$ cat src/rtl/mipi_seq_pkg.sv
// Shared types and constants for the MIPI D-PHY lane sequencer.
package mipi_seq_pkg;

  localparam int CNT_W = 8;
  localparam logic [7:0] SYNC_BYTE = 8'hB8;

  localparam int DEF_T_LPX       = 2;
  localparam int DEF_T_HS_PREP   = 1;
  localparam int DEF_T_HS_ZERO   = 5;
  localparam int DEF_T_HS_TRAIL  = 3;
  localparam int DEF_T_HS_EXIT   = 4;
  localparam int DEF_T_CLK_ZERO  = 12;
  localparam int DEF_T_CLK_PRE   = 2;
  localparam int DEF_T_CLK_POST  = 4;
  localparam int DEF_T_CLK_TRAIL = 2;

  typedef enum logic [3:0] {
    ST_IDLE      = 4'd0,
    ST_CLK_LPX   = 4'd1,
    ST_CLK_PREP  = 4'd2,
    ST_CLK_ZERO  = 4'd3,
    ST_CLK_PRE   = 4'd4,
    ST_DAT_LPX   = 4'd5,
    ST_DAT_PREP  = 4'd6,
    ST_DAT_ZERO  = 4'd7,
    ST_SYNC      = 4'd8,
    ST_PAYLOAD   = 4'd9,
    ST_TRAIL     = 4'd10,
    ST_DAT_EXIT  = 4'd11,
    ST_CLK_POST  = 4'd12,
    ST_CLK_TRAIL = 4'd13,
    ST_CLK_EXIT  = 4'd14
  } state_t;

  // Line levels of both lanes for one state.
  typedef struct packed {
    logic clk_lp0;
    logic clk_lp1;
    logic tristate_clk;
    logic dat_lp0;
    logic dat_lp1;
    logic tristate_data;
  } lane_out_t;

  // LP levels and HS driver enables as a pure function of the state.
  // A lane whose HS driver is on holds its LP pair at 00.
  function automatic lane_out_t lane_out(input state_t s);
    lane_out_t o;
    o = '{clk_lp0: 1'b1, clk_lp1: 1'b1, tristate_clk: 1'b1,
          dat_lp0: 1'b1, dat_lp1: 1'b1, tristate_data: 1'b1};
    case (s)
      ST_CLK_LPX: o.clk_lp0 = 1'b0;
      ST_CLK_PREP: begin
        o.clk_lp0 = 1'b0;
        o.clk_lp1 = 1'b0;
      end
      ST_CLK_ZERO, ST_CLK_PRE, ST_DAT_EXIT, ST_CLK_POST, ST_CLK_TRAIL: begin
        o.clk_lp0      = 1'b0;
        o.clk_lp1      = 1'b0;
        o.tristate_clk = 1'b0;
      end
      ST_DAT_LPX: begin
        o.clk_lp0      = 1'b0;
        o.clk_lp1      = 1'b0;
        o.tristate_clk = 1'b0;
        o.dat_lp0      = 1'b0;
      end
      ST_DAT_PREP: begin
        o.clk_lp0      = 1'b0;
        o.clk_lp1      = 1'b0;
        o.tristate_clk = 1'b0;
        o.dat_lp0      = 1'b0;
        o.dat_lp1      = 1'b0;
      end
      ST_DAT_ZERO, ST_SYNC, ST_PAYLOAD, ST_TRAIL: begin
        o.clk_lp0       = 1'b0;
        o.clk_lp1       = 1'b0;
        o.tristate_clk  = 1'b0;
        o.dat_lp0       = 1'b0;
        o.dat_lp1       = 1'b0;
        o.tristate_data = 1'b0;
      end
      default: ;
    endcase
    return o;
  endfunction

  // Trail bytes are the inverse of the final payload bit so the line toggles.
  function automatic logic [7:0] trail_byte(input logic [7:0] last_byte);
    return last_byte[7] ? 8'h00 : 8'hFF;
  endfunction

endpackage

$ cat src/rtl/mipi_seq_timer.sv
// Loadable down-counter; done is high while the count is at or below one,
// so a value N loaded on state entry yields a state lasting N cycles.
module mipi_seq_timer
  import mipi_seq_pkg::*;
(
  input  logic             clk,
  input  logic             reset,
  input  logic             load,
  input  logic [CNT_W-1:0] load_value,
  output logic             done
);

  logic [CNT_W-1:0] count;

  // Load on state entry, otherwise count down and saturate at zero.
  always_ff @(posedge clk) begin
    if (reset) begin
      count <= '0;
    end else if (load) begin
      count <= load_value;
    end else if (count != '0) begin
      count <= count - CNT_W'(1);
    end
  end

  assign done = (count <= CNT_W'(1));

endmodule

$ cat src/rtl/mipi_lane_sequencer.sv
// Drives one clock lane and one data lane through the LP -> HS -> LP burst
// sequence. Every output is registered from the next state, so outputs
// change on the same edge that enters a state.
//
// Payload handshake: a byte transfers on a rising edge where s_valid_i and
// s_ready_o are both high. s_ready_o is registered, high in SYNC and PAYLOAD
// and low from the edge that accepts s_last_i. Valid low while ready is high
// in PAYLOAD is an underrun and ends the burst.
module mipi_lane_sequencer
  import mipi_seq_pkg::*;
#(
  parameter int unsigned T_LPX       = DEF_T_LPX,
  parameter int unsigned T_HS_PREP   = DEF_T_HS_PREP,
  parameter int unsigned T_HS_ZERO   = DEF_T_HS_ZERO,
  parameter int unsigned T_HS_TRAIL  = DEF_T_HS_TRAIL,
  parameter int unsigned T_HS_EXIT   = DEF_T_HS_EXIT,
  parameter int unsigned T_CLK_ZERO  = DEF_T_CLK_ZERO,
  parameter int unsigned T_CLK_PRE   = DEF_T_CLK_PRE,
  parameter int unsigned T_CLK_POST  = DEF_T_CLK_POST,
  parameter int unsigned T_CLK_TRAIL = DEF_T_CLK_TRAIL
) (
  input  logic       byte_clock_i,
  input  logic       reset_i,
  input  logic       tx_ready_i,
  input  logic       hs_request_i,
  input  logic [7:0] s_data_i,
  input  logic       s_valid_i,
  input  logic       s_last_i,
  output logic       s_ready_o,
  output logic       clk_lp0_o,
  output logic       clk_lp1_o,
  output logic       tristate_clk_o,
  output logic       dat_lp0_o,
  output logic       dat_lp1_o,
  output logic       tristate_data_o,
  output logic [7:0] hs_data_o,
  output logic       busy_o,
  output logic       underrun_o
);

  state_t           state_q;
  state_t           state_d;
  logic             tmr_done;
  logic             tmr_load;
  logic [CNT_W-1:0] tmr_value;
  logic             accept;
  logic             underrun_evt;
  logic             s_ready_d;
  logic [7:0]       hs_data_d;
  lane_out_t        lanes_d;

  mipi_seq_timer u_timer (
    .clk        (byte_clock_i),
    .reset      (reset_i),
    .load       (tmr_load),
    .load_value (tmr_value),
    .done       (tmr_done)
  );

  // Next-state logic; hs_request_i and tx_ready_i only matter in IDLE.
  always_comb begin
    state_d      = state_q;
    accept       = 1'b0;
    underrun_evt = 1'b0;
    case (state_q)
      ST_IDLE:      if (hs_request_i && tx_ready_i) state_d = ST_CLK_LPX;
      ST_CLK_LPX:   if (tmr_done) state_d = ST_CLK_PREP;
      ST_CLK_PREP:  if (tmr_done) state_d = ST_CLK_ZERO;
      ST_CLK_ZERO:  if (tmr_done) state_d = ST_CLK_PRE;
      ST_CLK_PRE:   if (tmr_done) state_d = ST_DAT_LPX;
      ST_DAT_LPX:   if (tmr_done) state_d = ST_DAT_PREP;
      ST_DAT_PREP:  if (tmr_done) state_d = ST_DAT_ZERO;
      // HS-zero stretches until the source has a byte ready.
      ST_DAT_ZERO:  if (tmr_done && s_valid_i) state_d = ST_SYNC;
      ST_SYNC, ST_PAYLOAD: begin
        if (!s_ready_o) begin
          // Final byte has had its one cycle on the wire.
          state_d = ST_TRAIL;
        end else if (s_valid_i) begin
          accept  = 1'b1;
          state_d = ST_PAYLOAD;
        end else begin
          underrun_evt = 1'b1;
          state_d      = ST_TRAIL;
        end
      end
      ST_TRAIL:     if (tmr_done) state_d = ST_DAT_EXIT;
      ST_DAT_EXIT:  if (tmr_done) state_d = ST_CLK_POST;
      ST_CLK_POST:  if (tmr_done) state_d = ST_CLK_TRAIL;
      ST_CLK_TRAIL: if (tmr_done) state_d = ST_CLK_EXIT;
      ST_CLK_EXIT:  if (tmr_done) state_d = ST_IDLE;
      default:      state_d = ST_IDLE;
    endcase
  end

  // Duration of the state being entered; loaded only on a state change.
  always_comb begin
    tmr_load = (state_d != state_q);
    case (state_d)
      ST_CLK_LPX, ST_DAT_LPX:   tmr_value = CNT_W'(T_LPX);
      ST_CLK_PREP, ST_DAT_PREP: tmr_value = CNT_W'(T_HS_PREP);
      ST_CLK_ZERO:              tmr_value = CNT_W'(T_CLK_ZERO);
      ST_CLK_PRE:               tmr_value = CNT_W'(T_CLK_PRE);
      ST_DAT_ZERO:              tmr_value = CNT_W'(T_HS_ZERO);
      ST_SYNC:                  tmr_value = CNT_W'(1);
      ST_TRAIL:                 tmr_value = CNT_W'(T_HS_TRAIL);
      ST_DAT_EXIT, ST_CLK_EXIT: tmr_value = CNT_W'(T_HS_EXIT);
      ST_CLK_POST:              tmr_value = CNT_W'(T_CLK_POST);
      ST_CLK_TRAIL:             tmr_value = CNT_W'(T_CLK_TRAIL);
      default:                  tmr_value = '0;
    endcase
  end

  // Next values of the registered data-path outputs.
  always_comb begin
    lanes_d   = lane_out(state_d);
    s_ready_d = (state_d == ST_SYNC) ||
                ((state_d == ST_PAYLOAD) && accept && !s_last_i);
    case (state_d)
      ST_SYNC:    hs_data_d = SYNC_BYTE;
      ST_PAYLOAD: hs_data_d = accept ? s_data_i : hs_data_o;
      // Trail pattern is fixed on entry from the byte last on the wire.
      ST_TRAIL:   hs_data_d = (state_q == ST_TRAIL) ? hs_data_o
                                                    : trail_byte(hs_data_o);
      default:    hs_data_d = 8'h00;
    endcase
  end

  // State and output registers; reset parks both lanes at LP-11.
  always_ff @(posedge byte_clock_i) begin
    if (reset_i) begin
      state_q         <= ST_IDLE;
      clk_lp0_o       <= 1'b1;
      clk_lp1_o       <= 1'b1;
      tristate_clk_o  <= 1'b1;
      dat_lp0_o       <= 1'b1;
      dat_lp1_o       <= 1'b1;
      tristate_data_o <= 1'b1;
      hs_data_o       <= 8'h00;
      s_ready_o       <= 1'b0;
      busy_o          <= 1'b0;
      underrun_o      <= 1'b0;
    end else begin
      state_q         <= state_d;
      clk_lp0_o       <= lanes_d.clk_lp0;
      clk_lp1_o       <= lanes_d.clk_lp1;
      tristate_clk_o  <= lanes_d.tristate_clk;
      dat_lp0_o       <= lanes_d.dat_lp0;
      dat_lp1_o       <= lanes_d.dat_lp1;
      tristate_data_o <= lanes_d.tristate_data;
      hs_data_o       <= hs_data_d;
      s_ready_o       <= s_ready_d;
      busy_o          <= (state_d != ST_IDLE);
      if (underrun_evt) underrun_o <= 1'b1;
    end
  end

endmodule

$ cat config.mk
export PLATFORM = sky130hd
export DESIGN_NAME = mipi_lane_sequencer
export DESIGN_NICKNAME = d
export VERILOG_FILES = /design/src/rtl/mipi_seq_pkg.sv /design/src/rtl/mipi_seq_timer.sv /design/src/rtl/mipi_lane_sequencer.sv
export SDC_FILE = /design/constraint.sdc
export NUM_CORES = 1
export LEC_CHECK = 0
export ABC_AREA = 1
export CAP_MARGIN = 10
export CORE_MARGIN = 2
export CORE_UTILIZATION = 48
export DETAILED_ROUTE_END_ITERATION = 8
export GPL_TIMING_DRIVEN = 0
export MAX_ROUTING_LAYER = met4
export PLACE_DENSITY_LB_ADDON = 0.08
export SYNTH_ARGS = -nofsm -noshare
export SYNTH_HDL_FRONTEND = slang
export SYNTH_SLANG_ARGS = --single-unit
$ cat constraint.sdc
create_clock -name byte_clock_i -period 2.6 [get_ports byte_clock_i]
set_input_delay 0.65 -clock byte_clock_i [delete_from_list [all_inputs] [get_ports byte_clock_i]]
set_output_delay 0.65 -clock byte_clock_i [all_outputs]
set_load 0.01 [all_outputs]
==> results.md, run 1 <==
- For this design, the CTS-stage hold fixing added 0 buffers.
- The core outline area is 3660 µm².
- The summed instance area of the synthesized netlist is 1820 µm².
- The placed wire-length estimate is 3070 µm.
- In this run the worst path has a maximum fanout of 8.
- The reported leakage power is 0.00104 µW.
- Static timing analysis puts the maximum clock frequency at 0.440 GHz.
- The worst hold path belongs to the class reg -> reg.
- The buffer levels on the longest clock path is 2.
- The number of endpoints failing setup at the final stage is 0.
- The number of antenna diodes in the final layout is 0.
- The worst setup path is of the in -> reg kind.
- During placement, the flow inserted port buffers numbering 29.
- The worst clock skew is 5.43 ps.
- For this run, the post-layout net count is 311.
- For the finished layout, the period the worst path requires is 2270 ps.
- IR analysis of the VDD net gives a maximum drop of 416 µV.
- Adding up every negative setup slack in the final design gives 0 ps.
- The first global-routing pass estimated 7120 µm of wire.
- The count of pins over their slew limit was 0.
- Global routing used 21.9% of the available tracks across all layers.
- The final core area utilization is 63.0%.
- The placed instances occupy a cell area of 2170 µm².
- The fill cell total of the finished layout is 359.
- The number of ports placed on the die boundary is 31.
- Dividing the synthesized area by the synthesized cell count gives 7.07 µm².
- Setup repair after global routing left no endpoint under its margin.
- The share of the cycle needed by the critical path after routing is 87.3%.
- The relative max-transition margin is 62.0%.
- The clock latency at the later pin of the worst-skew pair is 280 ps.
- The post-synthesis to final-layout area growth is 26.6%.
- The top cell types in the final layout, fill and taps aside, are sky130_fd_sc_hd__nand2_1 (68), sky130_fd_sc_hd__dfxtp_1 (29), sky130_fd_sc_hd__clkdlybuf4s50_1 (29).
- The total number of clock tree sinks is 29.
- The total of cells resized after clock tree synthesis is 0.
- The first detailed-routing pass ran for 4 iterations.
- Data arrives at the worst endpoint at 2450 ps.
- Routability-driven placement finished with a final weighted congestion of 0.921.
- The share of layout cells above drive strength 1 is 21.7%.
- The die covers 4310 µm².
- The first routing iteration left 97 violations.
- TritonCTS built the clock tree.
- For the worst setup path, the data required time is 2770 ps.
- For the worst flop-to-flop path, the logic depth is 13.
- The net count after synthesis is 275.
- The number of buffers added by the clock tree synthesis step is 5.
- The average detailed-routed wire length per instance is 11.7 µm.
- The number of antenna violations at the first check in global routing is 0.
- The pin count of the biggest net entering global routing is 11.
- The cell row count is 22.
- The clock slew seen by the registers of the worst setup and hold paths is 60 ps.
- The H-tree was split into 2 levels.
- After detailed routing, the total wire length is 4010 µm.
- The library cell used most frequently in the layout, excluding fill and tap cells, is sky130_fd_sc_hd__nand2_1.
- In the routed design, unresolved DRC markers number 0.
- The total number of vias is 1663.
- The average vias per placed instance is 4.85.
- Dividing total power by cell area gives a power density of 858 nW/µm².
- The final antenna-violating net count is 0.
- The die height is 65.6 µm.
- Sequential elements use 31.8% of the synthesized area.
- The worst setup path is launched from an input port.
- The worst hold path cell count is 2.
- The type of destination of the critical path is a flop.
- The actual slew at the worst max-slew pin is 570 ps.
- The via count of the first global-routing pass is 1588.
- The synthesized instance count is 258.
- The final hold violation count is 0.
- In the final layout, the registers with the most flip-flops are hs_data_o x8, u_timer.count x8, state_q x4.
- The number of buffers added for setup after CTS is 0.
- Summing all non-filler instances in the final layout gives an area of 2310 µm².
- The number of warnings reported in the yosys synthesis log is 0.
- The netlist uses 36 different library cells.
- The number of maximum-capacitance violations is 0.
- The run finished with clean final reports.
- The total of flip-flops plus latches after synthesis is 29.
- The initial utilization of the core area, before any placement, comes to 49.8%.
- Global routing finished with a remaining overflow of 0.
- The chip width is 65.6 µm.
- In this run the clock root is driven by a sky130_fd_sc_hd__clkbuf_8.
==> area by class of cell <==
cell class / instances / area, µm² / area share [%]
plain buffers: 5 / 27.5 / 1.19
well taps: 48 / 60.1 / 2.60
clock buffers: 5 / 68.8 / 2.98
repair buffers: 29 / 290 / 12.6
inverters: 35 / 136 / 5.91
clock inverters: 3 / 65.1 / 2.82
flip-flops and latches: 29 / 581 / 25.2
multi-input cells: 189 / 1080 / 46.7
==> per-layer routing <==
metal	share of wire, %	track usage [%]	vias up
met1	48	28.5	729
met2	46	33.8	43
met3	4.5	4.62	7
li1	-	-	884
met4	1.4	7.55	0
met5	0	-	-
==> critical path: stages <==
cell and delay (ps):
sky130_fd_sc_hd__clkdlybuf4s50_1 560, sky130_fd_sc_hd__nand2_1 70, sky130_fd_sc_hd__inv_1 80, sky130_fd_sc_hd__nor2_1 60
sky130_fd_sc_hd__nor2_1 150, sky130_fd_sc_hd__nand3_1 190, sky130_fd_sc_hd__nor2_8 190, sky130_fd_sc_hd__nand2_1 80
sky130_fd_sc_hd__nand3_2 160, sky130_fd_sc_hd__inv_2 80, sky130_fd_sc_hd__a21oi_1 120, sky130_fd_sc_hd__nor2_1 50
==> synthesized netlist by cell type <==
cell type                   instances  area [µm²]
sky130_fd_sc_hd__a31oi_1            1        6.26
sky130_fd_sc_hd__nand3b_1           1        7.51
sky130_fd_sc_hd__buf_4              2        15.0
sky130_fd_sc_hd__nor2_1            28         105
sky130_fd_sc_hd__nand3_4            3        52.6
sky130_fd_sc_hd__xnor2_1            2        17.5
sky130_fd_sc_hd__o2111ai_1          1        8.76
sky130_fd_sc_hd__clkinv_1           1        3.75
sky130_fd_sc_hd__nand3_2            2        20.0
sky130_fd_sc_hd__ha_1               3        37.5
sky130_fd_sc_hd__nor2_8             2        40.0
sky130_fd_sc_hd__nor3_1             2        10.0
sky130_fd_sc_hd__nor4_1             4        25.0
sky130_fd_sc_hd__o311ai_0           1        8.76
sky130_fd_sc_hd__nand3_1           13        65.1
sky130_fd_sc_hd__a21oi_4            1        16.3
sky130_fd_sc_hd__o21ai_1            2        10.0
sky130_fd_sc_hd__nand2_4            2        22.5
sky130_fd_sc_hd__o21ai_0            6        30.0
sky130_fd_sc_hd__clkinv_4           1        8.76
sky130_fd_sc_hd__clkbuf_1           2        7.51
sky130_fd_sc_hd__nand2_2           15        93.8
sky130_fd_sc_hd__nor3b_1            1        7.51
sky130_fd_sc_hd__inv_1             23        86.3
sky130_fd_sc_hd__nand4_1            4        25.0
sky130_fd_sc_hd__a21oi_2            8        70.1
sky130_fd_sc_hd__a21oi_1            5        25.0
sky130_fd_sc_hd__inv_2             10        37.5
sky130_fd_sc_hd__a21boi_0           1        7.51
sky130_fd_sc_hd__nand2_1           68         255
sky130_fd_sc_hd__or2_2              1        6.26
sky130_fd_sc_hd__nor2_2             4        25.0
sky130_fd_sc_hd__dfxtp_1           29         581
sky130_fd_sc_hd__nor2_4             4        45.0
sky130_fd_sc_hd__buf_2              1        5.00
sky130_fd_sc_hd__xor2_1             4        35.0
==> path summary, 6_finish.rpt <==
| path | slack [ps] | startpoint | to |
|---|---|---|---|
| min reg2reg | 470 | hs_data_o[3]$_SDFFE_PP0P_ | hs_data_o[3]$_SDFFE_PP0P_ |
| min | 470 | hs_data_o[3]$_SDFFE_PP0P_ | hs_data_o[3]$_SDFFE_PP0P_ |
| max reg2reg | 400 | u_timer.count[0]$_SDFFE_PP0P_ | u_timer.count[3]$_SDFFE_PP0P_ |
| max | 330 | s_valid_i | u_timer.count[3]$_SDFFE_PP0P_ |
==> power breakdown <==
group	internal, µW	total (µW)	leakage (µW)	switching, µW
clock network	380	556	0.0000681	176
logic	318	874	0.000738	556
registers	509	550	0.000236	40.7
==> metrics by stage <==
stage	setup WS [ps]	std cells	total power [µW]	hold WS (ps)
2_1_floorplan	728	258	1230	495
3_3_place_gp	61.8	335	1430	461
3_5_place_dp	49.0	335	1430	461
4_1_cts	338	343	1990	471
5_1_grt	147	343	2140	481
6_report	330	343	1980	468
==> logic make-up (layout without fill, tap and decap cells) <==
family | count (synthesis) | in the layout | synth area share (%)
AO/OA/AOI/OAI | 26 | 26 | 10.0
XOR/XNOR | 6 | 6 | 2.88
adder cells (fa/ha/maj) | 3 | 3 | 2.06
buffers and inverters | 40 | 77 | 8.99
flip-flops | 29 | 29 | 31.8
AND/OR/NAND/NOR | 154 | 154 | 44.2
Power figures use the tool's default switching activity.
==> run 2: changes to the inputs <==
SLEW_MARGIN = 20   (was unset)
==> results of run 2 <==
No change in the layout: final DEF, timing and power equal those of run 1.
